### config.mk
export PLATFORM = sky130hd
export DESIGN_NAME = wb_arbiter
export DESIGN_NICKNAME = d
export VERILOG_FILES = /design/src/rtl/wb_arbiter.sv
export SDC_FILE = /design/constraint.sdc
export NUM_CORES = 1
export LEC_CHECK = 0
export BUFFER_PORTS_ARGS = -buffer_cell sky130_fd_sc_hd__buf_2
export CORE_UTILIZATION = 30
export CTS_BUF_LIST = sky130_fd_sc_hd__clkbuf_4 sky130_fd_sc_hd__clkbuf_8 sky130_fd_sc_hd__clkbuf_16
export CTS_CLUSTER_SIZE = 20
export DETAILED_ROUTE_END_ITERATION = 12
export MAX_ROUTING_LAYER = met4
export PLACE_DENSITY = 0.48
export SETUP_SLACK_MARGIN = 0.02
export SYNTH_ARGS = -nofsm -noshare
export SYNTH_HDL_FRONTEND = slang
export SYNTH_SLANG_ARGS = --single-unit
### constraint.sdc
create_clock -name clk -period 3.43 [get_ports clk]
set_input_delay 0.1715 -clock clk [delete_from_list [all_inputs] [get_ports clk]]
set_output_delay 0.1715 -clock clk [all_outputs]
set_load 0.005 [all_outputs]
### src/rtl/wb_arbiter.sv
// Writeback arbiter: sole writer of the register-file port, merging ALU results
// with FIFO-buffered LSU results and tracking per-register pending LSU writes.
module wb_arbiter #(
    parameter int XLEN  = 32,
    parameter int DEPTH = 4
) (
    input  logic                     clk,
    input  logic                     reset,
    input  logic                     alu_valid,
    input  logic [4:0]               alu_rd,
    input  logic [XLEN-1:0]          alu_data,
    input  logic                     lsu_valid,
    output logic                     lsu_ready,
    input  logic [4:0]               lsu_rd,
    input  logic [XLEN-1:0]          lsu_data,
    input  logic                     issue_valid,
    input  logic [4:0]               issue_rd,
    output logic [31:0]              busy,
    output logic                     rf_we,
    output logic [4:0]               rf_wa,
    output logic [XLEN-1:0]          rf_wd,
    output logic [$clog2(DEPTH):0]   fifo_count
);
    localparam int AW = $clog2(DEPTH);
    localparam logic [AW:0] FULL = (AW+1)'(DEPTH);

    typedef struct packed {
        logic [4:0]      rd;
        logic [XLEN-1:0] data;
    } wb_entry_t;

    wb_entry_t       mem [DEPTH];
    logic [AW-1:0]   wr_ptr, rd_ptr;
    logic            from_lsu;
    logic            alu_sel, fifo_empty, lsu_take, pop, bypass, push;
    logic [31:0]     busy_next;

    // Ready looks only at the occupancy register so it never forms a loop with valid.
    assign lsu_ready  = (fifo_count != FULL);
    assign fifo_empty = (fifo_count == '0);

    always_comb begin
        alu_sel  = alu_valid && (alu_rd != 5'd0);
        lsu_take = lsu_valid && lsu_ready && (lsu_rd != 5'd0);
        pop      = !alu_sel && !fifo_empty;
        bypass   = !alu_sel && fifo_empty && lsu_take;
        push     = lsu_take && !bypass;
    end

    // Clear happens on the commit edge of an LSU-sourced write; a same-edge set wins.
    always_comb begin
        busy_next = busy;
        if (rf_we && from_lsu)
            busy_next[rf_wa] = 1'b0;
        if (issue_valid && (issue_rd != 5'd0))
            busy_next[issue_rd] = 1'b1;
        busy_next[0] = 1'b0;
    end

    always_ff @(posedge clk) begin
        if (push)
            mem[wr_ptr] <= '{rd: lsu_rd, data: lsu_data};
    end

    always_ff @(posedge clk) begin
        if (reset) begin
            wr_ptr     <= '0;
            rd_ptr     <= '0;
            fifo_count <= '0;
            busy       <= '0;
            rf_we      <= 1'b0;
            rf_wa      <= '0;
            rf_wd      <= '0;
            from_lsu   <= 1'b0;
        end else begin
            busy <= busy_next;
            if (push)
                wr_ptr <= wr_ptr + AW'(1);
            if (pop)
                rd_ptr <= rd_ptr + AW'(1);
            case ({push, pop})
                2'b10:   fifo_count <= fifo_count + (AW+1)'(1);
                2'b01:   fifo_count <= fifo_count - (AW+1)'(1);
                default: fifo_count <= fifo_count;
            endcase

            if (alu_sel) begin
                rf_we    <= 1'b1;
                rf_wa    <= alu_rd;
                rf_wd    <= alu_data;
                from_lsu <= 1'b0;
            end else if (pop) begin
                rf_we    <= 1'b1;
                rf_wa    <= mem[rd_ptr].rd;
                rf_wd    <= mem[rd_ptr].data;
                from_lsu <= 1'b1;
            end else if (bypass) begin
                rf_we    <= 1'b1;
                rf_wa    <= lsu_rd;
                rf_wd    <= lsu_data;
                from_lsu <= 1'b1;
            end else begin
                rf_we    <= 1'b0;
                from_lsu <= 1'b0;
            end
        end
    end
endmodule

==> results.py, run 1 <==
metrics = {
    "place": {
        "post-place-cells": 1187,
        "place.port_buffers": 156,
        "placedInstanceArea_mm2": 0.0104,
        "gp_congestion": 0.853,
        "hpwl_um": 14600,
    },
    "run": {
        "drv_cap": 0,
    },
    "logic_synthesis": {
        "yosys.area_share.simple": 0.120,
        "synth_xor_area_frac": 0.00192,
        "ys_types": 47,
        "synth_edf_count": 148,
        "synth_nets": 754,
        "syn_inst": 664,
        "synthFlopType": "edfxtp_1",
        "yosys.area.top_type_share": 0.487,
        "synth.area.mux_share": 0.0925,
        "yosys-top-cells-area": "edfxtp_1 (49%), dfxtp_1 (17%), mux4_2 (9.1%)",
        "synth_top_family_by_area": "simple AND/OR/NAND/NOR gates",
        "async_flop_share": 0,
        "synthAdderAreaFrac": 0.00905,
        "synth_compound_area_frac": 0.0925,
        "yosys.area.top_type": "edfxtp_1",
        "ys_warn_count": 0,
        "netlist_area_mm2": 0.00912,
        "synth-seq-area-share": 0.661,
        "synth_area_per_cell_um2": 13.7,
        "ys_seq_elements": 227,
    },
    "floorplanning": {
        "fp.dieW_um": 176,
        "die_h_um": 176,
        "row_count": 63,
        "coreArea_mm2": 0.0298,
        "initial_utilization": 0.306,
        "dieArea_mm2": 0.0311,
        "io_pins": 158,
    },
    "clocking": {
        "cts_tree": "yes",
        "cts.sinks": 227,
        "h-tree-depth": 1,
        "clk_pin_slew_ns": 0.06,
        "cts_buffer_depth": 3,
        "clk_latency_ns": 0.54,
        "cts_root_buf": "clkbuf_16",
        "cts_buffers": 27,
        "postCtsSetupBuffers": 0,
    },
    "sta": {
        "tightest_slew_ns": 1.07,
        "rsz0062_at_grt": "no",
        "fin_crit_sh": 0.742,
        "skew_ns": 0.00755,
        "finalCriticalPeriod_ns": 2.55,
        "slew_violations": 0,
        "tns_ns": 0,
        "hold_ws_ns": 0.000101,
        "hold_violations": 0,
        "max_freq_mhz": 393,
        "relSlewSlack": 0.287,
        "setup_viol": 0,
    },
    "final_layout": {
        "finalInstanceArea_mm2": 0.0120,
        "fin_nets": 985,
        "final_cells": 1307,
        "layout-drive-gt1-share": 0.294,
        "fillers": 2858,
        "synthToLayoutAreaGrowth_pct": 31.5,
    },
    "routing": {
        "first_iter_violations": 406,
        "first_pass_iters": 5,
        "vias": 6353,
        "drc": 0,
        "vias_per_cell": 4.86,
        "wl_per_cell_um": 18.1,
        "totalWireLength_um": 23600,
        "detail-route-antenna-nets": 0,
    },
    "power_and_ir_drop": {
        "power_density_mw_per_mm2": 682,
        "p_seq_frac": 0.418,
        "p_leak_nw": 4.38,
        "p_switching_mw": 2.35,
        "switching_share": 0.287,
        "internal_power_mw": 5.83,
        "clkPwrFrac": 0.352,
        "irDropWorstVdd_mv": 0.465,
        "pwr-share-comb": 0.230,
    },
    "critical_path": {
        "cp-startpoint": "lsu_rd[1]",
        "worstPathMaxFanout": 10,
        "endpoint_kind": "flip-flop",
        "r2r-start": "fifo_count[0]$_SDFFE_PP0P_",
        "critPathKind": "in -> reg",
        "crit_required_ns": 3.90,
        "startpoint_type": "primary input",
        "cp_data_arrival_time_ns": 3.01,
    },
    "global_route": {
        "grt_first_pass_wirelength_um": 37200,
        "grt_max_degree": 46,
        "grt_pass1_vias": 6490,
        "antenna_found_initial": 1,
        "grt_overflow": 0,
        "grt_util_all_layers": 0.159,
    },
    "worst_hold_path": {
        "hp-start": "alu_data[30]",
        "hold_class": "in -> reg",
    },
    "status": {
        "status": "completed",
    },
}
==> synthesized netlist by cell type (7+ instances only) <==
cell	instances
nand2b_1	32
clkbuf_1	26
or3_1	10
buf_2	9
nor2_1	9
nand3_1	38
o21ai_0	36
mux4_2	37
nand2_1	106
dfxtp_1	79
a32o_1	34
edfxtp_1	148
inv_1	7
a21oi_1	36
==> power groups by stage <==
stage / Clock (mW) / Combinational (mW) / Sequential (mW)
floorplan: 0 / 1.18 / 3.45
global placement: 0 / 1.86 / 3.47
detailed placement: 0 / 1.87 / 3.48
CTS: 2.96 / 1.93 / 3.42
global route: 3.07 / 2.09 / 3.46
finish: 2.88 / 1.88 / 3.42
==> layer usage <==
layer | global-route usage | up-vias | part of all wire | wire length (um)
met5 | - | - | 0 | 0
met4 | 0.0341 | 0 | 0.018 | 420
met3 | 0.0261 | 34 | 0.057 | 1340
met2 | 0.252 | 203 | 0.46 | 10900
met1 | 0.215 | 3114 | 0.47 | 11000
li1 | - | 3002 | - | -
==> final timing paths <==
path	to	slack [ns]	cells after the start
hold / removal	rf_wd[30]$_SDFFE_PP0P_	0.0001	3
setup reg to reg	fifo_count[2]$_SDFFE_PP0P_	1.02	9
setup / recovery	fifo_count[2]$_SDFFE_PP0P_	0.88	12
hold reg to reg	rf_wd[22]$_SDFFE_PP0P_	0.46	1
==> registers in the layout, summed over array words and instances (netlist names), named ones only <==
| name | flops |
|---|---|
| mem | 148 |
| rf_wd | 32 |
| busy | 31 |
| rf_wa | 5 |
| fifo_count | 3 |
| rd_ptr | 2 |
| wr_ptr | 2 |
| from_lsu | 1 |
| rf_we | 1 |
==> layout by cell type, fill, tap and decap left out, types with 2 or more instances in the layout <==
cell type / instances
o21ai_0: 36
buf_4: 14
clkbuf_16: 27
dfxtp_1: 77
buf_12: 2
clkinv_1: 5
dlygate4sd3_1: 69
nand4b_1: 3
nand3_1: 38
nor3b_1: 4
a32o_1: 34
nand2b_1: 32
and3b_1: 2
or3_1: 9
a211oi_1: 2
inv_1: 7
a32oi_1: 2
nand2_1: 106
clkbuf_4: 5
ha_1: 5
and3_1: 3
a221oi_1: 2
dfxtp_2: 2
bufinv_16: 2
inv_6: 2
clkinv_2: 2
clkbuf_8: 4
a21oi_1: 36
and2_2: 4
edfxtp_1: 148
or2b_1: 2
o211ai_1: 3
mux4_2: 37
buf_2: 156
nor2_1: 9
==> area by class of cell <==
| type | instances | area (um2) | share of cell area |
|---|---|---|---|
| sequential | 227 | 6030 | 0.503 |
| multi-input combinational | 391 | 2920 | 0.243 |
| timing repair buffer | 241 | 1620 | 0.135 |
| clock buffer | 36 | 768 | 0.0641 |
| tap | 390 | 488 | 0.0407 |
| clock inverter | 14 | 143 | 0.0119 |
| inverter | 7 | 26.3 | 0.00219 |
| antenna | 1 | 2.50 | 0.000209 |
==> repair_timing <==
action	in CTS	in global routing
resized for setup	0	0
hold buffers	69	0
endpoints found under the hold margin	179	0
==> per-stage QoR <==
step | worst slack (ns) | utilization | power, mW
2_1_floorplan | 0.924 | - | 4.63
3_3_place_gp | 0.894 | 0.349 | 5.33
3_5_place_dp | 0.860 | 0.349 | 5.35
4_1_cts | 0.876 | 0.402 | 8.32
5_1_grt | 0.611 | 0.402 | 8.62
6_report | 0.883 | 0.402 | 8.18
==> worst max-delay path, cell delays in order <==
cell	delay (ns)
dlygate4sd3_1	0.53
buf_2	0.16
or4_1	0.55
o21ai_1	0.31
buf_4	0.22
nor2_1	0.09
inv_1	0.08
ha_1	0.19
fa_1	0.19
xnor2_1	0.07
or3_1	0.30
a21oi_1	0.13
==> logic make-up after synthesis <==
| logic type | count (synthesis) |
|---|---|
| AOI/OAI and AO/OA | 123 |
| xor gates and xnor gates | 2 |
| and+or+nand+nor | 221 |
| adders and majority gates | 6 |
| muxes | 38 |
| other | 1 |
| buffers and inverters | 46 |
| DFF | 227 |
Power figures use the tool's default switching activity.
==> run 2: changes to the inputs <==
==> constraint.sdc (replaced) <==
create_clock -name clk -period 2.6 [get_ports clk]
set_input_delay 0.13 -clock clk [delete_from_list [all_inputs] [get_ports clk]]
set_output_delay 0.13 -clock clk [all_outputs]
set_load 0.005 [all_outputs]
==> run 2 against run 1 <==
  * Clock-buffer cell count is 4 higher
  * Non-clock buffer count grew 11
  * Register-to-register slack lost 0.75 ns
  * Core utilization up 0.38 points
  * Via count up 2.2%
  * Combinational power grew 38%
  * Setup slack lost 0.69 ns
==> results.py, run 2 (synthesis gave the netlist of run 1 again) <==
metrics = {
    "critical_path": {
        "worstPathMaxFanout": 5,
        "r2r-start": "fifo_count[2]$_SDFFE_PP0P_",
        "crit_required_ns": 3.04,
        "rrSetupSlack_ns": 0.27,
        "crit_chain": "dlygate4sd3_1 > buf_2 > or4_4 > o211ai_1 > nor2_2 > inv_1 > ha_1 > fa_1 > xnor2_1 > or3_1 > a21oi_1",
        "r2r-end": "fifo_count[2]$_SDFFE_PP0P_",
        "cp_data_arrival_time_ns": 2.85,
        "crit_buf_inv": 3,
        "slowest_delay_ns": 0.54,
        "cp_top_family": "simple AND/OR/NAND/NOR gates",
        "cp_slowest_cell": "or4_4",
        "cp-startpoint": "alu_rd[3]",
        "path_depth": 11,
        "reg2reg_depth": 9,
        "crit_path_end": "fifo_count[2]$_SDFFE_PP0P_",
        "startpoint_type": "primary input",
        "critPathKind": "in -> reg",
        "endpoint_kind": "flip-flop",
    },
    "clocking": {
        "cts_buffers": 26,
        "h-tree-depth": 1,
        "cts_tree": "yes",
        "cts_buffer_depth": 3,
        "clk_latency_ns": 0.52,
        "clk_pin_slew_ns": 0.06,
        "cts_root_buf": "clkbuf_16",
        "cts.sinks": 227,
    },
    "floorplanning": {
        "initial_utilization": 0.306,
        "coreArea_mm2": 0.0298,
        "dieArea_mm2": 0.0311,
        "io_pins": 158,
        "die_h_um": 176,
        "fp.dieW_um": 176,
        "row_count": 63,
    },
    "sta": {
        "finalCriticalPeriod_ns": 2.41,
        "timing.final.ws_setup_ns": 0.195,
        "max_freq_mhz": 416,
        "setup_viol": 0,
        "skew_ns": 0.00829,
        "rsz0062_at_grt": "no",
        "tightest_slew_ns": 0.668,
        "hold_ws_ns": 0.0414,
        "relSlewSlack": 0.553,
        "hold_violations": 0,
        "fin_crit_sh": 0.925,
        "slew_violations": 0,
        "tns_ns": 0,
    },
    "routing": {
        "drt-met1-wl_um": 11300,
        "dr_wl_met3_um": 1670,
        "routed-wl-met2_um": 10900,
        "highest_layer": "met4",
        "vias_per_cell": 4.94,
        "totalWireLength_um": 24100,
        "drc": 0,
        "detail-route-antenna-nets": 0,
        "wl_per_cell_um": 18.3,
        "first_pass_iters": 5,
        "first_iter_violations": 534,
        "vias": 6491,
    },
    "run": {
        "drv_cap": 0,
    },
    "final_layout": {
        "largest_reg_flops": 148,
        "fin_util": 0.406,
        "synthToLayoutAreaGrowth_pct": 32.7,
        "layout-drive-gt1-share": 0.306,
        "mostFrequentLayoutCells": "buf_2 (156), edfxtp_1 (148), nand2_1 (106), dfxtp_1 (75), dlygate4sd3_1 (71)",
        "finalInstanceArea_mm2": 0.0121,
        "fillers": 2871,
        "regMostFlops": "mem",
        "final_cells": 1315,
        "reg.largest.list": "mem: 148 flops, rf_wd: 32 flops, busy: 31 flops",
        "final_common_cell": "buf_2",
        "fin_nets": 995,
        "n_antenna_cell": 0,
    },
    "global_route": {
        "grt_pass1_vias": 6402,
        "grt_first_pass_wirelength_um": 36900,
        "grt_util_all_layers": 0.159,
        "grt_max_degree": 44,
        "grt_overflow": 0,
        "antenna_found_initial": 0,
    },
    "place": {
        "hpwl_um": 15400,
        "place.port_buffers": 156,
        "post-place-cells": 1196,
        "pre_cts_ws_ns": 0.138,
        "gp_congestion": 0.858,
        "placedInstanceArea_mm2": 0.0105,
    },
    "status": {
        "status": "completed",
    },
    "worst_hold_path": {
        "hold_class": "in -> reg",
    },
    "power_and_ir_drop": {
        "p_leak_nw": 4.45,
        "finalPower_mw": 10.7,
        "irDropWorstVdd_mv": 0.479,
        "power_density_mw_per_mm2": 887,
    },
}
-- run 2: cell count changes in the layout (fill, tap and decap cells not counted), moves of 3 or more --
cell      previous run  this run
buf_12               2         7
clkinv_1             5         1
clkinv_2             2         5
buf_4               14        18
-- run 2: report_power, final --
group / switching (mW) / internal [mW]
Clock: 1.42 / 2.19
Combinational: 1.39 / 1.19
Sequential: 0.247 / 4.29
-- run 2: final cells by class --
type,instances,area [um2],share of cell area
well taps,390,488,0.0403
multi-input cells,391,2920,0.241
clock inverters,8,43.8,0.00362
inverters,7,26.3,0.00217
flip-flops and latches,227,6030,0.498
repair buffers,252,1770,0.146
clock buffers,40,828,0.0684
-- run 2: how the worst min path moves through the flow --
stage                      start              endpoint  slack [ns]  cells after the start
CTS                  issue_rd[4]   busy[13]$_SDFF_PP0_        0.02                      4
floorplan            lsu_data[0]   mem[0][0]$_DFFE_PP_        0.23                      0
detailed placement  lsu_data[20]  mem[3][20]$_DFFE_PP_        0.37                      1
global placement    lsu_data[14]  mem[3][14]$_DFFE_PP_        0.37                      1
global route         issue_rd[4]    busy[3]$_SDFF_PP0_        0.05                      4
finish               issue_rd[4]   busy[13]$_SDFF_PP0_        0.04                      4
-- run 2: routing by layer --
layer | vias up | track usage
li1 | 3013 | -
met1 | 3217 | 0.222
met2 | 234 | 0.246
met3 | 27 | 0.0228
met4 | 0 | 0.0330
met5 | - | -
-- run 2: tightest hold or removal path, stage by stage --
cell     delay, ns
buf_2         0.16
nor2_1        0.10
nand2_1       0.07
a21oi_1       0.05
-- run 2: what timing repair did --
| action | CTS | global route |
|---|---|---|
| buffers inserted | 0 | 0 |
| setup endpoints to repair | 0 | 1 |
| hold buffers | 71 | 0 |
| resized for setup | 0 | 3 |
| hold endpoints to repair | 184 | 0 |
==> run 3: changes to the inputs <==
--- a/config.mk
+++ b/config.mk
@@ -12,7 +12,9 @@
 export DETAILED_ROUTE_END_ITERATION = 12
 export MAX_ROUTING_LAYER = met4
 export PLACE_DENSITY = 0.48
+export REMOVE_ABC_BUFFERS = 1
 export SETUP_SLACK_MARGIN = 0.02
+export SLEW_MARGIN = 20
 export SYNTH_ARGS = -nofsm -noshare
 export SYNTH_HDL_FRONTEND = slang
 export SYNTH_SLANG_ARGS = --single-unit
==> run 3 against run 2 <==
  * Combinational power barely moved
  * First-iteration DRC count fell by 10%
  * Sequential power fell by 1%
  * Sequential cell count did not move
  * Design area rose by 0.25%
  * Critical path depth did not move
  * Clock skew rose by 0.0040 ns
  * Clock-buffer cell count rose by 1
  * Largest cell class unchanged
  * Highest routed layer unchanged
==> results.py, run 3 (synthesis gave the netlist of run 1 again) <==
metrics = {
    "power_and_ir_drop": {
        "irDropWorstVdd_mv": 0.483,
        "power_density_mw_per_mm2": 893,
        "p_leak_nw": 4.46,
        "finalPower_mw": 10.8,
    },
    "global_route": {
        "grt_pass1_vias": 6179,
        "grt_first_pass_wirelength_um": 36300,
        "grt_util_all_layers": 0.157,
        "grt_max_degree": 45,
        "antenna_found_initial": 3,
        "grt_overflow": 0,
    },
    "clocking": {
        "cts_buffers": 25,
        "clk_latency_ns": 0.53,
        "clk_pin_slew_ns": 0.06,
        "postCtsSetupBuffers": 0,
        "h-tree-depth": 1,
        "cts.sinks": 227,
        "cts_buffer_depth": 3,
        "cts_tree": "yes",
        "cts_root_buf": "clkbuf_16",
    },
    "sta": {
        "max_freq_mhz": 430,
        "tightest_slew_ns": 0.673,
        "slew_violations": 0,
        "fin_crit_sh": 0.894,
        "skew_ns": 0.0123,
        "finalCriticalPeriod_ns": 2.32,
        "relSlewSlack": 0.550,
        "hold_violations": 0,
        "rsz0062_at_grt": "no",
        "hold_ws_ns": 0.0247,
        "setup_viol": 0,
    },
    "routing": {
        "wl_per_cell_um": 18.4,
        "totalWireLength_um": 24200,
        "routed-wl-met2_um": 11200,
        "dr_wl_met3_um": 1290,
        "first_pass_iters": 4,
        "first_iter_violations": 480,
        "detail-route-antenna-nets": 0,
        "drt-met1-wl_um": 11300,
        "vias": 6370,
        "vias_per_cell": 4.83,
        "drc": 0,
        "highest_layer": "met4",
    },
    "place": {
        "gp_congestion": 0.802,
        "placedInstanceArea_mm2": 0.0105,
        "hpwl_um": 15500,
        "place.port_buffers": 156,
    },
    "critical_path": {
        "worstPathMaxFanout": 5,
        "crit_required_ns": 3.06,
        "endpoint_kind": "flip-flop",
        "r2r-start": "fifo_count[2]$_SDFFE_PP0P_",
        "r2r-end": "fifo_count[2]$_SDFFE_PP0P_",
        "reg2reg_depth": 9,
        "critPathKind": "in -> reg",
        "startpoint_type": "primary input",
        "rrSetupSlack_ns": 0.36,
        "cp_data_arrival_time_ns": 2.78,
    },
    "status": {
        "status": "completed",
    },
    "final_layout": {
        "regMostFlops": "mem",
        "reg.largest.list": "mem: 148 flops, rf_wd: 32 flops, busy: 31 flops",
        "finalInstanceArea_mm2": 0.0121,
        "synthToLayoutAreaGrowth_pct": 33.0,
        "multi_input_area_mm2": 0.00292,
        "largest_reg_flops": 148,
        "fin_nets": 996,
        "mostFrequentLayoutCells": "buf_2 (156), edfxtp_1 (148), nand2_1 (106), dfxtp_1 (77), dlygate4sd3_1 (73)",
        "fillers": 2847,
        "final_common_cell": "buf_2",
        "seq_area_mm2": 0.00603,
        "layout-drive-gt1-share": 0.302,
    },
    "floorplanning": {
        "coreArea_mm2": 0.0298,
        "dieArea_mm2": 0.0311,
        "initial_utilization": 0.306,
        "die_h_um": 176,
        "row_count": 63,
        "io_pins": 158,
        "fp.dieW_um": 176,
    },
    "run": {
        "drv_cap": 0,
    },
    "worst_hold_path": {
        "min_to": "rf_wa[0]$_SDFFE_PP0P_",
        "hold_class": "in -> reg",
        "hold_depth": 3,
        "hp-start": "alu_rd[0]",
    },
}
## run 3: changes by cell type in the layout (fill, tap and decap cells not counted), moves of 3 or more
cell / delta
clkbuf_16: -3
clkbuf_8: +3
diode_2: +3
clkinv_2: -3
## run 3: final cells by class
class,count,area share
multi-input combinational,391,0.240
inverter,7,0.00217
timing repair buffer,254,0.146
clock buffer,41,0.0661
sequential,227,0.497
clock inverter,5,0.00742
tap,390,0.0402
antenna,3,0.000619
## run 3: what timing repair did
| item | 4_1_cts | 5_1_grt |
|---|---|---|
| resized for setup | 0 | 0 |
| hold endpoints to repair | 183 | 0 |
| hold buffers | 73 | 0 |
## run 3: through the flow
step           setup slack [ns]   util  std cells  setup TNS (ns)
5_1_grt                   0.116  0.407       1318               0
3_3_place_gp              0.350  0.353       1196               0
4_1_cts                   0.280  0.407       1315               0
3_5_place_dp              0.326  0.353       1196               0
6_report                  0.276  0.407       1318               0
2_1_floorplan             -2.20      -        625          -85.65
## run 3: worst max-delay path: stages
cell and delay, ns:
dlygate4sd3_1 0.56, buf_2 0.15, or4_4 0.58, o211ai_1 0.27, nor2_1 0.12, inv_1 0.07
ha_1 0.19, fa_1 0.19, xnor2_1 0.07, or3_1 0.31, a21oi_1 0.14
## run 3: how the worst max path moves through the flow
stage,slack (ns),cells past startpoint,startpoint,endpoint
floorplan,-2.20,3,fifo_count[0]$_SDFFE_PP0P_,rf_wa[0]$_SDFFE_PP0P_
CTS,0.28,11,alu_rd[1],fifo_count[2]$_SDFFE_PP0P_
global placement,0.35,10,alu_rd[1],fifo_count[2]$_SDFFE_PP0P_
global route,0.12,11,alu_rd[1],fifo_count[2]$_SDFFE_PP0P_
detailed placement,0.33,10,alu_rd[1],fifo_count[2]$_SDFFE_PP0P_
finish,0.28,11,alu_rd[1],fifo_count[2]$_SDFFE_PP0P_
## run 3: power breakdown
part           internal [mW]  total (mW)  switching (mW)
sequential              4.29        4.49           0.196
combinational           1.18        2.61            1.43
clock                   2.31        3.74            1.43
total                   7.78        10.8            3.06
## run 3: layer usage
metal	vias to the layer above	GRT usage
met5	-	-
met4	0	0.0309
met3	30	0.0256
met2	200	0.252
met1	3119	0.210
li1	3021	-
